<file path="src/rtl/eco32_core_lsu_dcm_seq.sv">
// Data-cache miss sequencer: optional dirty-line writeback, then line refill.
// Optional refill watchdog enabled by defining ECO32_LSU_DCM_SEQ_WDOG_EN.
module eco32_core_lsu_dcm_seq #(
    parameter int LINE_LOG2 = 3,
    parameter int WDOG_MAX  = 255
) (
    input  logic                   clk,
    input  logic                   rst,
    input  logic                   f_stb,
    input  logic                   f_tid,
    input  logic                   f_dirty,
    input  logic [6:0]             f_page,
    input  logic [31:0]            f_p_addr,
    input  logic [31:0]            f_k_addr,
    output logic                   f_ack,
    output logic                   m_req_stb,
    output logic                   m_req_wr,
    output logic [31:0]            m_req_addr,
    input  logic                   m_req_rdy,
    output logic                   m_wr_stb,
    output logic [31:0]            m_wr_dat,
    input  logic                   m_rd_stb,
    input  logic [31:0]            m_rd_dat,
    output logic                   c_rd_stb,
    output logic                   c_wr_stb,
    output logic [6+LINE_LOG2:0]   c_addr,
    input  logic [31:0]            c_rd_dat,
    output logic [31:0]            c_wr_dat,
    output logic                   d_stb,
    output logic                   d_tid,
    output logic                   d_err
);

    localparam int OFS = LINE_LOG2 + 2;
    localparam logic [LINE_LOG2-1:0] LAST = '1;

    typedef enum logic [2:0] {
        IDLE, WB_REQ, WB_DATA, WB_FLUSH, RF_REQ, RF_DATA, DONE
    } state_t;

    state_t                 state;
    logic [LINE_LOG2-1:0]   cnt;
    logic [LINE_LOG2-1:0]   cnt_inc;
    logic [31:0]            k_line;
    logic [31:0]            p_line;
    logic                   unused_addr_bits;

    assign cnt_inc = cnt + 1'b1;
    assign k_line  = {f_k_addr[31:OFS], {OFS{1'b0}}};
    assign p_line  = {f_p_addr[31:OFS], {OFS{1'b0}}};
    assign unused_addr_bits = ^{f_k_addr[OFS-1:0], f_p_addr[OFS-1:0]};

    // Cache read data lands one cycle after the read strobe, alongside m_wr_stb.
    assign m_wr_dat = m_wr_stb ? c_rd_dat : '0;

`ifdef ECO32_LSU_DCM_SEQ_WDOG_EN
    localparam int WW = $clog2(WDOG_MAX + 1);
    localparam logic [WW-1:0] WLIM = WW'(WDOG_MAX - 1);
    logic [WW-1:0] wdog;
    logic          err_q;
    assign d_err = err_q;
`else
    assign d_err = 1'b0;
`endif

    always_ff @(posedge clk or posedge rst) begin
        if (rst) begin
            state      <= IDLE;
            cnt        <= '0;
            f_ack      <= 1'b0;
            m_req_stb  <= 1'b0;
            m_req_wr   <= 1'b0;
            m_req_addr <= '0;
            m_wr_stb   <= 1'b0;
            c_rd_stb   <= 1'b0;
            c_wr_stb   <= 1'b0;
            c_addr     <= '0;
            c_wr_dat   <= '0;
            d_stb      <= 1'b0;
            d_tid      <= 1'b0;
`ifdef ECO32_LSU_DCM_SEQ_WDOG_EN
            wdog       <= '0;
            err_q      <= 1'b0;
`endif
        end else begin
            f_ack    <= 1'b0;
            d_stb    <= 1'b0;
            c_wr_stb <= 1'b0;
            m_wr_stb <= c_rd_stb;
            unique case (state)
                IDLE: begin
                    if (f_stb) begin
                        m_req_stb  <= 1'b1;
                        m_req_wr   <= f_dirty;
                        m_req_addr <= f_dirty ? k_line : p_line;
                        state      <= f_dirty ? WB_REQ : RF_REQ;
                    end
                end
                WB_REQ: begin
                    if (m_req_rdy) begin
                        m_req_stb <= 1'b0;
                        m_req_wr  <= 1'b0;
                        cnt       <= '0;
                        c_rd_stb  <= 1'b1;
                        c_addr    <= {f_page, {LINE_LOG2{1'b0}}};
                        state     <= WB_DATA;
                    end
                end
                WB_DATA: begin
                    cnt    <= cnt_inc;
                    c_addr <= {f_page, cnt_inc};
                    if (cnt == LAST) begin
                        c_rd_stb <= 1'b0;
                        state    <= WB_FLUSH;
                    end
                end
                WB_FLUSH: begin
                    m_req_stb  <= 1'b1;
                    m_req_wr   <= 1'b0;
                    m_req_addr <= p_line;
                    state      <= RF_REQ;
                end
                RF_REQ: begin
                    if (m_req_rdy) begin
                        m_req_stb <= 1'b0;
                        cnt       <= '0;
`ifdef ECO32_LSU_DCM_SEQ_WDOG_EN
                        wdog      <= '0;
`endif
                        state     <= RF_DATA;
                    end
                end
                RF_DATA: begin
                    if (m_rd_stb) begin
                        c_wr_stb <= 1'b1;
                        c_addr   <= {f_page, cnt};
                        c_wr_dat <= m_rd_dat;
                        cnt      <= cnt_inc;
`ifdef ECO32_LSU_DCM_SEQ_WDOG_EN
                        wdog     <= '0;
`endif
                        if (cnt == LAST) begin
                            f_ack <= 1'b1;
                            d_stb <= 1'b1;
                            d_tid <= f_tid;
                            state <= DONE;
                        end
                    end
`ifdef ECO32_LSU_DCM_SEQ_WDOG_EN
                    // Silent memory: give up, LSU invalidates the partial line.
                    else if (wdog == WLIM) begin
                        f_ack <= 1'b1;
                        d_stb <= 1'b1;
                        d_tid <= f_tid;
                        err_q <= 1'b1;
                        state <= DONE;
                    end else begin
                        wdog <= wdog + 1'b1;
                    end
`endif
                end
                DONE: begin
`ifdef ECO32_LSU_DCM_SEQ_WDOG_EN
                    err_q <= 1'b0;
`endif
                    state <= IDLE;
                end
                default: state <= IDLE;
            endcase
        end
    end

endmodule

</file>
<file path="config.mk">
export PLATFORM = sky130hd
export DESIGN_NAME = eco32_core_lsu_dcm_seq
export DESIGN_NICKNAME = d
export VERILOG_FILES = /design/src/rtl/eco32_core_lsu_dcm_seq.sv
export SDC_FILE = /design/constraint.sdc
export NUM_CORES = 1
export LEC_CHECK = 0
export ABC_AREA = 0
export CAP_MARGIN = 20
export CORE_ASPECT_RATIO = 0.6
export CORE_MARGIN = 4
export CORE_UTILIZATION = 31
export DETAILED_ROUTE_END_ITERATION = 10
export PLACE_DENSITY = 0.8
export SYNTH_ARGS = -nofsm -noshare
export SYNTH_HDL_FRONTEND = slang
export SYNTH_SLANG_ARGS = --single-unit
</file>
<file path="constraint.sdc">
create_clock -name clk -period 4.5 [get_ports clk]
set_clock_uncertainty 0.15 [all_clocks]
set_input_delay 0.9 -clock clk [delete_from_list [all_inputs] [get_ports clk]]
set_output_delay 0.9 -clock clk [all_outputs]
set_load 0.005 [all_outputs]
</file>
==> qor.yml <==
worst_hold_path:
  worstHoldPathType: "flip-flop to flip-flop"
placed_design:
  io_buffers: 240
  place_congestion: 0.787
  dp.cells: 760
  pre_cts_ws_ns: 1.20
  place_hpwl_mm: 9.66
synth:
  synth_simple_gate_area_share_pct: 13.2
  synth_compound_area_share_pct: 18.7
  ys_warn_count: 0
  synth.avg_cell_area_um2: 11.2
  synth_cells: 379
  synth_cell_types: 45
  synth.largest_area_cell: "dfrtp_1"
  synth_top_flop_cell: "dfrtp_1"
  synthTopCellsByArea: "dfrtp_1, mux2_2, o22a_1"
  ys_async_sr_fraction_pct: 100
  synth_enable_flop_cells: 0
  synth-seq-area-share_pct: 48.5
  synth_commonest_cells: "dfrtp_1, and2_1, a21oi_1, nand2_1"
  synth_xor_area_share_pct: 0
  post-synth-top-count-cell: "dfrtp_1"
  netlist.area_leader.share_pct: 48.5
  synth_fa_ha_area_share_pct: 0.592
  mappedNetlistArea_um2: 4230
  synth_top_family_by_area: "compound AO/OA/AOI/OAI gates"
  ys_seq_elements: 82
  synth.area.mux_share_pct: 13.0
power_and_ir_drop:
  vdd_drop_max_mv: 0.286
  sw_frac_of_total_pct: 30.7
  seq_power_share_pct: 34.4
  p_switching_mw: 1.25
  p_leak_nw: 2.81
  p_int_mw: 2.82
  pwr-share-clk_pct: 20.0
  comb_power_share_pct: 45.6
  p_per_area_nw_per_um2: 580
  power_mw: 4.07
floorplanning:
  die_y_um: 98.5
  initial_utilization_pct: 32.3
  pin_count: 257
  rows: 32
  placeableCoreArea_um2: 13100
  dieArea_um2: 15600
  die_x_um: 159
cts:
  cts_sinks: 82
  numCtsBuffers: 9
  clock_path_buffers: 2
  cts_root_buffer: "clkbuf_16"
  cts_resized: 0
  htree_levels: 3
  hold_buffers: 0
  cts_tree: "yes"
  cts.clk_slew.worst_paths_ns: 0.06
  cts_setup_buffers: 0
  clk_latency_ns: 0.33
setup_path:
  worstSetupStartpointType: "input port"
  cp-end-kind: "output pin"
  cp_slowest_stage_delay_ns: 0.52
  crit_fanout: 1
  path_cells: "clkdlybuf4s50_1 > and2_1 > clkdlybuf4s50_1"
  crit_top_cell: "clkdlybuf4s50_1"
  crit_arrival_ns: 2.00
  r2r_slack_ns: 1.70
  critical_path_class: "input port to output pin"
  crit_required_ns: 3.45
  cp_slowest_cell: "clkdlybuf4s50_1"
sta:
  setup_viol: 0
  finalMaxSlewViolations: 0
  fin_crit_ns: 3.05
  fmax_mhz: 328
  rsz0062_at_grt: "false"
  setup_ws_ns: 1.45
  fin_setup_tns_ns: 0
  relSlewSlack_pct: 32.1
  worst_slew_pin_slew_ns: 1.02
  hold_violations: 0
  finalCritPeriodShare_pct: 67.8
  whs_ns: 0.275
routing:
  wl_met3_mm: 1.41
  wl_mm: 13.2
  routedWlPerCell_um: 17.0
  via_count: 3724
  wl_met2_mm: 6.04
  ant_nets: 0
  vias_per_cell: 4.79
  drt-pass1-iter-count: 4
  m1WireLength_mm: 5.67
  drt_iter0_markers: 184
  drc: 0
  top_layer: "met4"
global_routing:
  grt_usage_pct: 16.7
  grt_pass1_vias: 4081
  grt_max_degree: 58
  antenna_found_initial: 0
  overflow: 0
  grt_pass1_wl_mm: 21.4
cells_and_area:
  finalNetCount: 746
  fillers: 1129
  stdcell_count: 777
  diodes: 0
  syn_to_final_growth_pct: 66.0
  drive_gt1_share_pct: 10.4
outcome:
  status: "finished, final reports clean"
flow_run:
  cap_violations: 0
[stage by stage]
step | cell area (um2) | util, %
finish | 7020 | 53.6
global route | 7020 | 53.6
CTS | 6990 | 53.4
detailed placement | 6660 | 50.9
global placement | 6660 | 50.9
floorplan | 4250 | -
[critical path: cells and delay by family]
| kind | cells | cell delay (ns) |
|---|---|---|
| buffers and inverters | 2 | 0.97 |
| AND/OR/NAND/NOR | 1 | 0.13 |
[cell families after synthesis]
family,after synthesis
AO/OA/AOI/OAI,110
AND/OR/NAND/NOR,95
flip-flops,82
multiplexers,46
buffers and inverters,43
adder cells (fa/ha/maj),2
other,1
[sequential cells by signal (all words and copies together), names as in the netlist]
signal	cells
c_wr_stb	1
cnt	3
m_req_addr	27
c_wr_dat	32
c_addr	10
m_req_wr	1
c_rd_stb	1
m_req_stb	1
m_wr_stb	1
state	3
d_tid	1
d_stb	1
[area by class of cell]
class	instances	area [um2]	area share, %
flip-flops and latches	82	2050	29.2
multi-input cells	259	1940	27.7
clock inverters	6	97.6	1.39
clock buffers	10	229	3.26
repair buffers	246	2470	35.2
well taps	170	213	3.03
inverters	4	16.3	0.232
[path summary, 6_finish.rpt]
| check | from | end | depth (start not counted) |
|---|---|---|---|
| max | c_rd_dat[4] | m_wr_dat[4] | 3 |
| min | c_rd_stb | m_wr_stb | 0 |
| max reg2reg | state[1] | m_req_addr[22] | 4 |
| min reg2reg | c_rd_stb | m_wr_stb | 0 |
| max in group asynchronous | rst | m_req_addr[29] | 4 |
| min in group asynchronous | rst | c_wr_dat[26] | 2 |
[layer usage]
| layer | track usage, % | vias up |
|---|---|---|
| met5 | 0 | - |
| met4 | 3.20 | 0 |
| met3 | 8.32 | 8 |
| met2 | 27.2 | 161 |
| met1 | 20.3 | 1769 |
| li1 | - | 1786 |
[power by group through the flow]
| stage | Sequential (mW) | Clock (mW) | Combinational, mW |
|---|---|---|---|
| final | 1.40 | 0.813 | 1.86 |
| after CTS | 1.40 | 0.844 | 1.88 |
| after global placement | 1.38 | 0 | 1.83 |
| after floorplan | 1.32 | 0 | 0.974 |
| after detailed placement | 1.40 | 0 | 1.87 |
| after global routing | 1.45 | 0.878 | 2.02 |
[layout by cell type (no fill, tap or decap), drive strengths merged, types with 3 or more instances in the layout]
cell type | synthesis | layout
a21boi | 27 | 27
buf | 24 | 6
o21ai | 6 | 6
dfrtp | 82 | 82
inv | 4 | 6
nand3 | 3 | 3
nand2 | 31 | 31
nor2b | 5 | 5
and2 | 34 | 34
mux2 | 43 | 43
o21bai | 5 | 5
a21oi | 31 | 31
nand3b | 3 | 3
a22o | 3 | 3
o22a | 27 | 27
clkbuf | 15 | 10
clkdlybuf4s50 | 0 | 240
mux2i | 3 | 3
conb | 1 | 6
No activity file was read; power rests on OpenSTA's default activity.
